===== src/rtl/vector_loader_pkg.sv =====
// Shared defaults and FSM state type for the vector_loader byte-to-vector-pair feeder.
// Latency: n/a (declarations only).
// Backpressure: n/a. Optional parity feature is selected with VECTOR_LOADER_PARITY_EN.
package vector_loader_pkg;

  localparam int DEF_VEC_W  = 32;
  localparam int DEF_BYTE_W = 8;
  localparam int DEF_BEATS  = DEF_VEC_W / DEF_BYTE_W;

  typedef enum logic [1:0] {
    LOAD_A = 2'd0,
    LOAD_B = 2'd1,
    FULL   = 2'd2
  } vl_state_t;

endpackage


===== src/rtl/vector_loader_if.sv =====
// Byte-stream input channel and vector-pair output channel of vector_loader.
// Latency: n/a (wires only).
// Backpressure: in_ready / out_ready; parity signals appear with VECTOR_LOADER_PARITY_EN.
interface vector_loader_if
  import vector_loader_pkg::*;
#(
  parameter int VEC_W  = DEF_VEC_W,
  parameter int BYTE_W = DEF_BYTE_W
) ();

  logic [BYTE_W-1:0] in_data;
  logic              in_valid;
  logic              in_ready;
  logic [VEC_W-1:0]  vector_a;
  logic [VEC_W-1:0]  vector_b;
  logic              out_valid;
  logic              out_ready;

`ifdef VECTOR_LOADER_PARITY_EN
  logic              in_parity;
  logic              par_err;

  modport master (
    output in_data, in_valid, in_parity, out_ready,
    input  in_ready, vector_a, vector_b, out_valid, par_err
  );

  modport slave (
    input  in_data, in_valid, in_parity, out_ready,
    output in_ready, vector_a, vector_b, out_valid, par_err
  );
`else
  modport master (
    output in_data, in_valid, out_ready,
    input  in_ready, vector_a, vector_b, out_valid
  );

  modport slave (
    input  in_data, in_valid, out_ready,
    output in_ready, vector_a, vector_b, out_valid
  );
`endif

endinterface


===== src/rtl/vector_loader_byte_packer.sv =====
// Little-endian staging register: writes one byte per load into lane idx, clear zeroes it.
// Latency: merged_o shows the incoming byte combinationally; the register updates next edge.
// Backpressure: none; the caller decides when to load.
module vector_loader_byte_packer #(
  parameter int BYTE_W = 8,
  parameter int BEATS  = 4,
  parameter int CNT_W  = 2
) (
  input  logic                    clk,
  input  logic                    reset,
  input  logic                    clr_i,
  input  logic                    load_i,
  input  logic [CNT_W-1:0]        idx_i,
  input  logic [BYTE_W-1:0]       data_i,
  output logic [BYTE_W*BEATS-1:0] merged_o
);

  logic [BYTE_W*BEATS-1:0] value_q;
  logic [BYTE_W*BEATS-1:0] value_d;

  // Staged value with the current byte already merged into its lane, so a
  // last-byte transfer can copy the complete vector in the same edge.
  always_comb begin
    value_d = value_q;
    if (load_i) begin
      value_d[int'(idx_i)*BYTE_W +: BYTE_W] = data_i;
    end
  end

  assign merged_o = value_d;

  // Staging register: clear wins so a consumed or dropped vector never lingers.
  always_ff @(posedge clk) begin
    if (reset) begin
      value_q <= '0;
    end else if (clr_i) begin
      value_q <= '0;
    end else if (load_i) begin
      value_q <= value_d;
    end
  end

endmodule


===== src/rtl/vector_loader.sv =====
// Packs a byte stream into vector_a then vector_b and presents the pair on a registered output.
// Latency: out_valid rises one cycle after the 8th byte is accepted when the output slot is free.
// Backpressure: in_ready drops only in FULL (pair staged, output held); optional VECTOR_LOADER_PARITY_EN.
module vector_loader
  import vector_loader_pkg::*;
#(
  parameter int VEC_W  = DEF_VEC_W,
  parameter int BYTE_W = DEF_BYTE_W
) (
  input  logic              clk,
  input  logic              reset,
  vector_loader_if.slave    bus
);

  localparam int NBEATS = VEC_W / BYTE_W;
  localparam int CNT_W  = (NBEATS > 1) ? $clog2(NBEATS) : 1;
  localparam logic [CNT_W-1:0] LAST_BEAT = CNT_W'(NBEATS - 1);

  vl_state_t        state_q;
  logic [CNT_W-1:0] cnt_q;
  logic [VEC_W-1:0] vec_a_q;
  logic [VEC_W-1:0] vec_b_q;
  logic             out_valid_q;

  logic             accept;
  logic             last_beat;
  logic             pair_done;
  logic             slot_free;
  logic             transfer;
  logic             drop;
  logic             load_a;
  logic             load_b;
  logic [VEC_W-1:0] pk_a;
  logic [VEC_W-1:0] pk_b;

  assign accept    = bus.in_valid && (state_q != FULL);
  assign last_beat = (cnt_q == LAST_BEAT);
  assign pair_done = accept && (state_q == LOAD_B) && last_beat;
  assign slot_free = !out_valid_q || bus.out_ready;
  assign load_a    = accept && (state_q == LOAD_A);
  assign load_b    = accept && (state_q == LOAD_B);

  // A completed pair moves to the output either on its last byte or later from FULL.
  assign transfer  = ((pair_done && !drop) || (state_q == FULL)) && slot_free;

`ifdef VECTOR_LOADER_PARITY_EN
  logic bad_q;
  logic par_err_q;
  logic byte_bad;

  assign byte_bad = ^{bus.in_data, bus.in_parity};
  assign drop     = pair_done && (bad_q || byte_bad);

  // Track whether any byte of the pair in flight failed even parity; pulse the error on drop.
  always_ff @(posedge clk) begin
    if (reset) begin
      bad_q     <= 1'b0;
      par_err_q <= 1'b0;
    end else begin
      par_err_q <= drop;
      if (pair_done) begin
        bad_q <= 1'b0;
      end else if (accept && byte_bad) begin
        bad_q <= 1'b1;
      end
    end
  end

  assign bus.par_err = par_err_q;
`else
  assign drop = 1'b0;
`endif

  vector_loader_byte_packer #(
    .BYTE_W (BYTE_W),
    .BEATS  (NBEATS),
    .CNT_W  (CNT_W)
  ) u_pack_a (
    .clk      (clk),
    .reset    (reset),
    .clr_i    (transfer || drop),
    .load_i   (load_a),
    .idx_i    (cnt_q),
    .data_i   (bus.in_data),
    .merged_o (pk_a)
  );

  vector_loader_byte_packer #(
    .BYTE_W (BYTE_W),
    .BEATS  (NBEATS),
    .CNT_W  (CNT_W)
  ) u_pack_b (
    .clk      (clk),
    .reset    (reset),
    .clr_i    (transfer || drop),
    .load_i   (load_b),
    .idx_i    (cnt_q),
    .data_i   (bus.in_data),
    .merged_o (pk_b)
  );

  // Load-state FSM with beat counter and registered output pair.
  always_ff @(posedge clk) begin
    if (reset) begin
      state_q     <= LOAD_A;
      cnt_q       <= '0;
      vec_a_q     <= '0;
      vec_b_q     <= '0;
      out_valid_q <= 1'b0;
    end else begin
      if (accept) begin
        cnt_q <= last_beat ? '0 : cnt_q + CNT_W'(1);
      end

      case (state_q)
        LOAD_A: if (accept && last_beat) state_q <= LOAD_B;
        LOAD_B: if (pair_done) state_q <= (drop || slot_free) ? LOAD_A : FULL;
        FULL:   if (slot_free) state_q <= LOAD_A;
        default: state_q <= LOAD_A;
      endcase

      if (transfer) begin
        vec_a_q     <= pk_a;
        vec_b_q     <= pk_b;
        out_valid_q <= 1'b1;
      end else if (bus.out_ready) begin
        out_valid_q <= 1'b0;
      end
    end
  end

  assign bus.in_ready  = (state_q != FULL);
  assign bus.vector_a  = vec_a_q;
  assign bus.vector_b  = vec_b_q;
  assign bus.out_valid = out_valid_q;

endmodule

===== src/flat_wrapper.sv =====
// flat-port wrapper written by rule: the top's interface ports become plain ports
module vector_loader_flat import vector_loader_pkg::*;
#(
  parameter int VEC_W  = DEF_VEC_W,
  parameter int BYTE_W = DEF_BYTE_W
)
  (clk, reset, bus_in_data, bus_in_valid, bus_out_ready, bus_in_ready, bus_vector_a, bus_vector_b, bus_out_valid);
  vector_loader_if #(.VEC_W(VEC_W), .BYTE_W(BYTE_W)) bus_i ();
  input  logic clk;
  input  logic reset;
  input wire logic [$bits(bus_i.in_data)-1:0] bus_in_data;
  input wire logic [$bits(bus_i.in_valid)-1:0] bus_in_valid;
  input wire logic [$bits(bus_i.out_ready)-1:0] bus_out_ready;
  output wire logic [$bits(bus_i.in_ready)-1:0] bus_in_ready;
  output wire logic [$bits(bus_i.vector_a)-1:0] bus_vector_a;
  output wire logic [$bits(bus_i.vector_b)-1:0] bus_vector_b;
  output wire logic [$bits(bus_i.out_valid)-1:0] bus_out_valid;
  assign bus_i.in_data = bus_in_data;
  assign bus_i.in_valid = bus_in_valid;
  assign bus_i.out_ready = bus_out_ready;
  assign bus_in_ready = bus_i.in_ready;
  assign bus_vector_a = bus_i.vector_a;
  assign bus_vector_b = bus_i.vector_b;
  assign bus_out_valid = bus_i.out_valid;
  vector_loader #(.VEC_W(VEC_W), .BYTE_W(BYTE_W)) u_core (.clk(clk), .reset(reset), .bus(bus_i));
endmodule

===== config.mk =====
export PLATFORM = sky130hd
export DESIGN_NAME = vector_loader_flat
export DESIGN_NICKNAME = d
export VERILOG_FILES = /design/src/rtl/vector_loader_pkg.sv /design/src/rtl/vector_loader_if.sv /design/src/rtl/vector_loader_byte_packer.sv /design/src/rtl/vector_loader.sv /design/src/flat_wrapper.sv
export SDC_FILE = /design/constraint.sdc
export NUM_CORES = 1
export LEC_CHECK = 0
export ABC_CLOCK_PERIOD_IN_PS = 2900
export BUFFER_PORTS_ARGS = -buffer_cell sky130_fd_sc_hd__buf_2
export CAP_MARGIN = 25
export CELL_PAD_IN_SITES_DETAIL_PLACEMENT = 2
export CELL_PAD_IN_SITES_GLOBAL_PLACEMENT = 2
export CORE_MARGIN = 1
export CORE_UTILIZATION = 30
export DETAILED_ROUTE_END_ITERATION = 16
export PLACE_DENSITY_LB_ADDON = 0.1
export SETUP_SLACK_MARGIN = 0.4
export SYNTH_ARGS = -nofsm -noshare
export SYNTH_HDL_FRONTEND = slang
export SYNTH_SLANG_ARGS = --single-unit

===== constraint.sdc =====
create_clock -name clk -period 2.9 [get_ports clk]
set_clock_uncertainty 0.1 [all_clocks]
set_input_delay 0.29 -clock clk [delete_from_list [all_inputs] [get_ports clk]]
set_output_delay 0.29 -clock clk [all_outputs]
set_load 0.005 [all_outputs]

== Word-level counts from Yosys, hierarchy flattened ==
Cells that the tools add are included.
Storage, ports and cells
  word-level logic and storage cells: 43
  flip-flop bits (word level): 133
  output and inout port bits: 66
  input bits: 12
Cells by class
  shift-type cells: 2
  reduce and logical (&&, ||, !) cells: 13
  eq/ne operators: 7
  muxes and demuxes: 12
  add/sub/neg operators: 2
Operators with widths (count)
  bitwise mux 32 bit: 2
  two-way mux 32 bit: 2
  negation 5 -> 33 bit: 1
  variable shift 8 x 33 -> 32 bit, first input constant: 1
  variable part select 8 x 33 -> 32 bit: 1
  two-way mux 2 bit: 5
  logical AND 1 bit: 6
  one-hot mux 2 bit (3 select lines): 1
  == test 2 bit, second input constant: 2
  inequality test 2 x 1 -> 1 bit, second input constant: 2
  inequality test 2 bit, second input constant: 2
  AND reduction 3 bit: 1
  adder 2 x 1 -> 2 bit, second input constant: 1
  == test 2 x 1 -> 1 bit, second input constant: 1
  logical NOT 2 bit: 1
  logical OR 1 bit: 2
  two-way mux 1 bit: 2
  nonzero test 2 bit: 1
  OR reduction 2 bit: 1
  logical NOT 1 bit: 1

== Longest topological paths before layout ==
Gate-level depths: netlist of run 1.
  word-level depth: 7
  gate-level depth with buffers: 7

== By module ==
From an unflattened synthesis of run 1, not the netlist that was laid out.
Second synthesis, totals
  cells, all modules: 876
  area, all modules: 7923.8 um2
Modules (own cells, without submodules)
  vector_loader: area an instance 4818.4 um2, cells an instance 554, times used 1, seq. area each 1381.3 um2
  vector_loader_byte_packer at u_core.u_pack_a: area an instance 1586.5 um2, cells an instance 166, times used 1, seq. area each 640.6 um2
  vector_loader_byte_packer at u_core.u_pack_b: area an instance 1519.0 um2, cells an instance 156, times used 1, seq. area each 640.6 um2

== Worst setup path after synthesis of run 1 ==
Ideal clock, no wire load.
  path type: register to register
  start: register u_core.cnt_q[0]
  end: register u_core.vec_b_q[26], in the netlist u_core.bus.vector_b[26]
  path buffers: 0
  stages on the path, launching flop included: 7
  arrival time: 1.740 ns
  slack: 0.989 ns
  required time: 2.730 ns
  cells stage by stage: dfxtp_1 > inv_1 > ha_1 > nand4bb_1 > nor2_1 > a22oi_1 > o2bb2ai_1
Between the ends
  cells in the longest elaborated chain, start to end: 4
Ends and longest elaborated chain
  start: declaration: RTL line vector_loader.sv:20  | logic [CNT_W-1:0] cnt_q;
  start signal: assignment: RTL line vector_loader.sv:112  | cnt_q <= last_beat ? '0 : cnt_q + CNT_W'(1);
  negation 5 -> 33 bit or == test 2 bit (tied branches): RTL line vector_loader_byte_packer.sv:26, vector_loader.sv:37
  variable part select 8 x 33 -> 32 bit (tied with other cells): RTL line vector_loader_byte_packer.sv:26  | value_d[int'(idx_i)*BYTE_W +: BYTE_W] = data_i;
  bitwise mux 32 bit or logical OR 1 bit (tied branches): RTL line vector_loader_byte_packer.sv:26, vector_loader.sv:44
  two-way mux 32 bit or logical AND 1 bit (tied branches): RTL line vector_loader_byte_packer.sv:25, vector_loader.sv:44
  end signal: assignment: RTL line vector_loader.sv:124  | vec_b_q <= pk_b;
  end: declaration: RTL line vector_loader.sv:22  | logic [VEC_W-1:0] vec_b_q;
Several ways; a longest one is shown, not always the timed one.
A chain may end at the register's enable or synchronous reset.

== Final worst setup path of run 1 ==
  start: register u_core.cnt_q[0]
  end: register u_core.vec_b_q[12], in the netlist u_core.bus.vector_b[12]
The elaborated chain is that of the path after synthesis.

==> key figures, run 1 <==
Outcome
  • Status: finished clean

Synthesis
  • YS warnings: 0
  • Sequential share of the synthesized area: 0.599
  • Top cells by area, synth: dfxtp_1 (60%), o2bb2ai_1 (13%), a22oi_1 (11%)
  • Post-Syn Area per Cell: 10.9 µm²
  • Mapped Cells: just over 400
  • Top-count cell post-synth: dfxtp_1
  • Post-synth top flop: dfxtp_1
  • Most frequent cells after synthesis: dfxtp_1 (133), nor2_1 (70), a22oi_1 (64), o2bb2ai_1 (64), buf_2 (20)
  • Asr flop ratio synth: 0
  • Post-synthesis sequential element count: ~130
  • Top cell type's share of synthesized area: 0.599
  • Cell Area, Synth: 0.00445 mm²
  • Post-Syn Nets: 426
  • Post-synth EDFFs: 0
  • Area leader, netlist: dfxtp_1
  • Netlist cell types: 30

Floorplanning
  • Initial Util: 0.307
  • I/O pins: 78
  • Row count: 44
  • Core box area: ~0.014 mm²
  • Die Span Y: between 100 and 150 µm
  • Die area: about 0.015 mm²
  • Die X: between 100 and 150 µm

Setup path
  • Cells on worst reg2reg path: 6
  • Worst Setup End Kind: register
  • Top delay family on crit path: simple AND/OR/NAND/NOR gates
  • Slowest-stage cell, CP: nor2_1
  • Max FO, Critical Path: 9
  • RR Endpoint: u_core.bus.vector_b[12]
  • Crit. path cell count: 6
  • CP startpoint kind: register
  • Critical path type: register to register
  • Reg2Reg Setup Slack: between 0.5 and 0.6 ns
  • Buf/Inv on CP: 1
  • Critical path required time: roughly 3.2 ns
  • Max stage delay on crit path: between 0.5 and 0.6 ns
  • Reg-to-Reg Start: u_core.cnt_q[0]
  • Worst path arrival time: around 2.6 ns
  • Sequence of cells on the critical path: inv_1 > ha_1 > nand4b_1 > nor2_1 > a22oi_1 > o2bb2ai_1

Clocking
  • Clock Latency Late Sink: 0.42 ns
  • CTS clk-pin slew, worst paths: approximately 0.050 ns
  • # clock sinks: roughly 130
  • Clock Tree Buf Depth: 2
  • CTS tree: built
  • Setup bufs post-CTS: 0
  • H-Tree Depth: 4
  • Root buf cell: clkbuf_16
  • TritonCTS buffer count: 17

Placed design
  • Gpl congestion: 0.772
  • Dpl ws: 0.429 ns
  • Detailed-placement wirelength estimate: approximately 8400 µm
  • Placed Cells: 651
  • PortBufs: 77

STA
  • Post-Route Setup TNS: 0 ns
  • Maximum clock rate: 428 MHz
  • Setup Viol. Count Final: 0
  • Minimum clock period: 2.34 ns
  • Slew Viols, Final: 0
  • Final period util: 0.806
  • Worst-Margin Slew: 0.659 ns
  • RSZ-0062 raised after global routing: false
  • Final setup margin: around 0.56 ns
  • Hold Violations, Final: 0
  • Slew headroom: 0.559

Route
  • 1st-iter DRT viols: around 220
  • DRC errors left: 0
  • Routed WL: ~13000 µm
  • DRT Pass-1 Iters: 4
  • Routed vias: roughly 3500
  • Final ANT Viol Nets: 0
  • Routed vias/inst: approximately 5
  • Average routed wire per standard cell: between 15 and 20 µm

Global route
  • GR Overflow Total: 0
  • GR Util All Layers: 0.184
  • Initial antenna violation count: 0
  • Largest net degree at the start of global routing: 65
  • Vias in the first global route: 3633
  • First-pass GRT wire length: between 20000 and 25000 µm

Cells and area
  • Proportion of layout cells with a drive suffix above 1: 0.238
  • # fillers: about 1500
  • Ant. Diodes: 0
  • Syn-to-layout area delta: 24.6%
  • Final cell count without fillers: 683
  • Final core utilization: 0.383
  • Layout Nets: between 500 and 600

Min path
  • Worst Hold End: u_core.cnt_q[1]
  • Min-delay src: reset
  • Worst hold stages: 2
  • Hold WC Path Type: input pin to register

Power and ir drop
  • Peak VDD IR: ~0.00038 V
  • Pleak: about 2.1 nW
  • Final Power: ~0.0039 W
  • Pwr dens: about 700 mW/mm²

Job
  • Max-cap violations: 0
metrics by stage:
step                      hold WS [ns]  cell area [µm²]
after global routing            0.0787             5540
final                           0.0670             5540
after detailed placement         0.343             5020
after floorplan                  0.351             4450
after CTS                       0.0509             5540
after global placement           0.340             5020
worst max-delay path by stage:
stage	slack (ns)	end	startpoint
final	0.56	u_core.bus.vector_b[12]	u_core.cnt_q[0]
after CTS	0.51	u_core.bus.vector_b[3]	u_core.cnt_q[0]
after detailed placement	0.43	u_core.bus.vector_b[17]	u_core.cnt_q[0]
after global placement	0.60	u_core.bus.vector_b[2]	u_core.cnt_q[0]
after global routing	0.43	u_core.bus.vector_b[9]	u_core.cnt_q[0]
after floorplan	0.99	u_core.bus.vector_b[26]	u_core.cnt_q[0]
cells in the final DEF, fill, tap and decap left out, types with 2 or more instances in the layout:
cell       instances
clkbuf_8           2
buf_2             77
nand2b_1           3
o2bb2ai_1         64
ha_1               6
a22oi_1           64
a21oi_1            2
inv_1              3
nor2b_1            3
clkinv_2           3
nand2_1           12
nor2_1            68
nand4bb_1          3
clkbuf_1           9
clkbuf_16         17
nand3b_1           2
buf_4              7
dfxtp_1          133
nor3_2             2
nor2_2             4
logic make-up after synthesis:
family	synth area share
compound gates	0.243
xor+xnor	0.00197
fa+ha+maj	0.0169
buf+inv	0.0304
flops	0.599
simple gates	0.109
routing by layer:
metal	global-route usage	wire (µm)	up-vias
met2	0.288	6080	66
met1	0.239	6370	1773
met4	0.0843	242	0
met3	0.0449	465	18
met5	0	0	-
li1	-	-	1661
final cells by class:
type,instances,area (µm²),area share
Inverter,3,11.3,0.00203
Clock buffer,28,487,0.0879
Tap cell,184,230,0.0416
Clock inverter,4,22.5,0.00407
Multi-Input combinational cell,246,1670,0.301
Sequential cell,133,2660,0.481
Timing Repair Buffer,85,458,0.0827
state kept, by name, summed over array words and instances (netlist names):
name                     cells
u_core.bus.out_valid         1
u_core.bus.vector_a         32
u_core.bus.vector_b         32
u_core.cnt_q                 2
u_core.state_q               2
u_core.u_pack_a.value_q     32
u_core.u_pack_b.value_q     32
worst reg2reg max path, cell delays in order (launching register included):
cell and delay (ns):
dfxtp_1 0.49, inv_1 0.15, ha_1 0.38, nand4b_1 0.17
nor2_1 0.55, a22oi_1 0.25, o2bb2ai_1 0.18
timing repair:
item                       in CTS  in global routing
resized for setup               1                  2
hold buffers                    0                  0
setup endpoints to repair       1                 24
cloned                          0                  0
report_power, final:
group | internal (W) | switching (W) | leakage, nW
combinational | 0.0000400 | 0.000110 | 0.816
clock | 0.00113 | 0.000745 | 0.246
sequential | 0.00184 | 0.00000594 | 1.07
total | 0.00301 | 0.000860 | 2.13
Note: power is estimated with default switching activity, not from simulation.
==> run 2, diff against run 1 <==
Settings changed: ABC_CLOCK_PERIOD_IN_PS 2900 to 2130.
Clock period 2.9 ns to 2.13 ns, I/O delays scaled along.
==> key figures, run 2 (same netlist as run 1, synthesis figures left out) <==
Setup path
  • Max stage delay on crit path: 0.37 ns (was 0.55 ns)
  • Sequence of cells on the critical path: clkinvlp_4 > ha_4 > nand4b_1 > nor2_2 > buf_6 > a22oi_2 > o2bb2ai_1 (was inv_1 > ha_1 > nand4b_1 > nor2_1 > a22oi_1 > o2bb2ai_1)
  • Buf/Inv on CP: 2 (was 1)
  • CP startpoint kind: register (unchanged)
  • Critical path type: register to register (unchanged)
  • Top delay family on crit path: flip-flops (was simple AND/OR/NAND/NOR gates)
  • Max FO, Critical Path: 8 (was 9)
  • Slowest-stage cell, CP: dfxtp_4 (was nor2_1)
  • Worst path arrival time: 2.03 ns (was 2.58 ns)
  • Worst Setup End Kind: register (unchanged)
  • Critical path required time: 2.38 ns (was 3.15 ns)

STA
  • Minimum clock period: 1.78 ns (was 2.34 ns)
  • Slew Viols, Final: 0 (unchanged)
  • Maximum clock rate: 561 MHz (was 428 MHz)
  • Final period util: 0.836 (was 0.806)
  • Slew headroom: 0.674 (was 0.559)
  • RSZ-0062 raised after global routing: true (was false)
  • Post-Route Setup TNS: 0 ns (unchanged)
  • Hold Violations, Final: 0 (unchanged)
  • Worst-Margin Slew: 0.488 ns (was 0.659 ns)
  • Setup Viol. Count Final: 0 (unchanged)

Clocking
  • TritonCTS buffer count: 17 (unchanged)
  • Clock Tree Buf Depth: 2 (unchanged)
  • Root buf cell: clkbuf_16 (unchanged)
  • # clock sinks: 133 (unchanged)
  • Clock Latency Late Sink: 0.42 ns (about the same)
  • H-Tree Depth: 4 (unchanged)
  • CTS clk-pin slew, worst paths: 0.06 ns (was 0.05 ns)
  • CTS tree: built (unchanged)

Power and ir drop
  • Clk pwr share: 0.502 (was 0.485)
  • Peak VDD IR: 0.000553 V (was 0.000384 V)
  • Int Power: 0.00431 W (was 0.00301 W)
  • Sw Share: 0.233 (was 0.222)
  • Final Power: 0.00562 W (was 0.00387 W)
  • Combinational fraction of design power: 0.052 (was 0.039)
  • Switching pwr: 0.00131 W (was 0.000860 W)
  • Pwr dens: 901 mW/mm² (was 698 mW/mm²)
  • Sequential power share: 0.446 (was 0.476)
  • Pleak: 2.36 nW (was 2.13 nW)

Cells and area
  • Syn-to-layout area delta: 40.3% (was 24.6%)
  • Multi-input gate area: 0.00204 mm² (was 0.00167 mm²)
  • Proportion of layout cells with a drive suffix above 1: 0.397 (was 0.238)
  • Ant. Diodes: 0 (unchanged)
  • Sequential cell area: 0.00267 mm² (was 0.00266 mm²)
  • Leading cell type in the layout, fill and taps excluded: dfxtp_1 (unchanged)
  • Layout Nets: 526 (was 504)
  • # fillers: 1494 (was 1544)
  • Most frequent cells in the layout: dfxtp_1 (129), buf_2 (77), nor2_1 (65), o2bb2ai_1 (59), a22oi_2 (39) (was dfxtp_1 (133), buf_2 (77), nor2_1 (68), a22oi_1 (64), o2bb2ai_1 (64))

Placed design
  • PortBufs: 77 (unchanged)
  • Detailed-placement wirelength estimate: 8830 µm (was 8390 µm)
  • Gpl congestion: 0.761 (was 0.772)

Floorplanning
  • Initial Util: 0.307 (unchanged)
  • Die Span Y: 124 µm (unchanged)
  • Die area: 0.0153 mm² (unchanged)
  • Die X: 124 µm (unchanged)
  • Core box area: 0.0145 mm² (unchanged)
  • Row count: 44 (unchanged)
  • I/O pins: 78 (unchanged)

Global route
  • Largest net degree at the start of global routing: 48 (was 65)
  • Vias in the first global route: 3835 (was 3633)
  • First-pass GRT wire length: 21500 µm (was 20300 µm)
  • Top Usage Layer GRT: met2 (unchanged)
  • Grt met2 use: 0.317 (was 0.288)
  • Initial antenna violation count: 0 (unchanged)
  • Met3 Usage GRT: 0.0563 (was 0.0449)
  • GR Util All Layers: 0.194 (was 0.184)
  • M1 GR Usage: 0.244 (was 0.239)
  • GR Overflow Total: 0 (unchanged)

Route
  • Average routed wire per standard cell: 20.5 µm (was 19.3 µm)
  • DRT Pass-1 Iters: 5 (was 4)
  • 1st-iter DRT viols: 156 (was 215)
  • Routed WL: 14500 µm (was 13200 µm)
  • DRC errors left: 0 (unchanged)
  • Final ANT Viol Nets: 0 (unchanged)
  • Routed vias: 3655 (was 3518)
  • Routed vias/inst: 5.18 (was 5.15)

Job
  • Max-cap violations: 0 (unchanged)

Min path
  • Hold WC Path Type: input pin to register (unchanged)

Outcome
  • Status: finished clean (unchanged)
-- run 2: worst reg2reg max path, cell delays in order, from the launching register on --
cell,delay [ns]
dfxtp_4,0.37
clkinvlp_4,0.12
ha_4,0.32
nand4b_1,0.19
nor2_2,0.18
buf_6,0.16
a22oi_2,0.10
o2bb2ai_1,0.18
-- run 2: power by group through the flow --
stage	Sequential (W)	Clock, W	Combinational (W)
final	0.00251	0.00282	0.000295
after CTS	0.00251	0.00290	0.000274
after detailed placement	0.00256	0	0.000221
after global placement	0.00256	0	0.000213
after floorplan	0.00256	0	0.000122
after global routing	0.00251	0.00298	0.000314
-- run 2: cell type report --
class | instances | area share
multi-input cells | 247 | 0.326
well taps | 184 | 0.0369
repair buffers | 106 | 0.115
clock inverters | 14 | 0.0221
inverters | 3 | 0.00241
clock buffers | 18 | 0.0688
flip-flops and latches | 133 | 0.428
-- run 2: path summary, 6_finish.rpt --
check | startpoint | endpoint | slack, ns | cells after the start
max reg2reg | u_core.cnt_q[0] | u_core.bus.vector_b[14] | 0.35 | 7
max | u_core.cnt_q[0] | u_core.bus.vector_b[14] | 0.35 | 7
min | bus_in_data[5] | u_core.u_pack_b.value_q[5] | 0.03 | 3
min reg2reg | u_core.bus.vector_b[0] | u_core.bus.vector_b[0] | 0.35 | 1
-- run 2: repair_timing --
action / 4_1_cts / 5_1_grt
hold endpoints to repair: 2 / 0
setup buffers: 3 / 5
setup endpoints to repair: 128 / 128
hold buffers: 2 / 0
gates resized for setup: 45 / 37
pin swaps: 16 / 31
cloned: 0 / 2
-- run 2: stage by stage --
| step | setup WS (ns) | cells | instance area [µm²] | hold WS (ns) | utilization |
|---|---|---|---|---|---|
| 2_1_floorplan | 0.423 | 408 | 4470 | 0.270 | - |
| 3_3_place_gp | 0.175 | 661 | 5140 | 0.339 | 0.355 |
| 3_5_place_dp | 0.0774 | 661 | 5140 | 0.341 | 0.355 |
| 4_1_cts | 0.360 | 698 | 5990 | 0.0132 | 0.414 |
| 5_1_grt | 0.245 | 705 | 6240 | 0.0481 | 0.431 |
| 6_report | 0.349 | 705 | 6240 | 0.0296 | 0.431 |
-- run 2: routing by layer --
metal / part of all wire / up-vias
met1: 0.47 / 1859
met4: 0.011 / 0
met2: 0.48 / 69
li1: - / 1711
met3: 0.036 / 16
met5: 0 / -
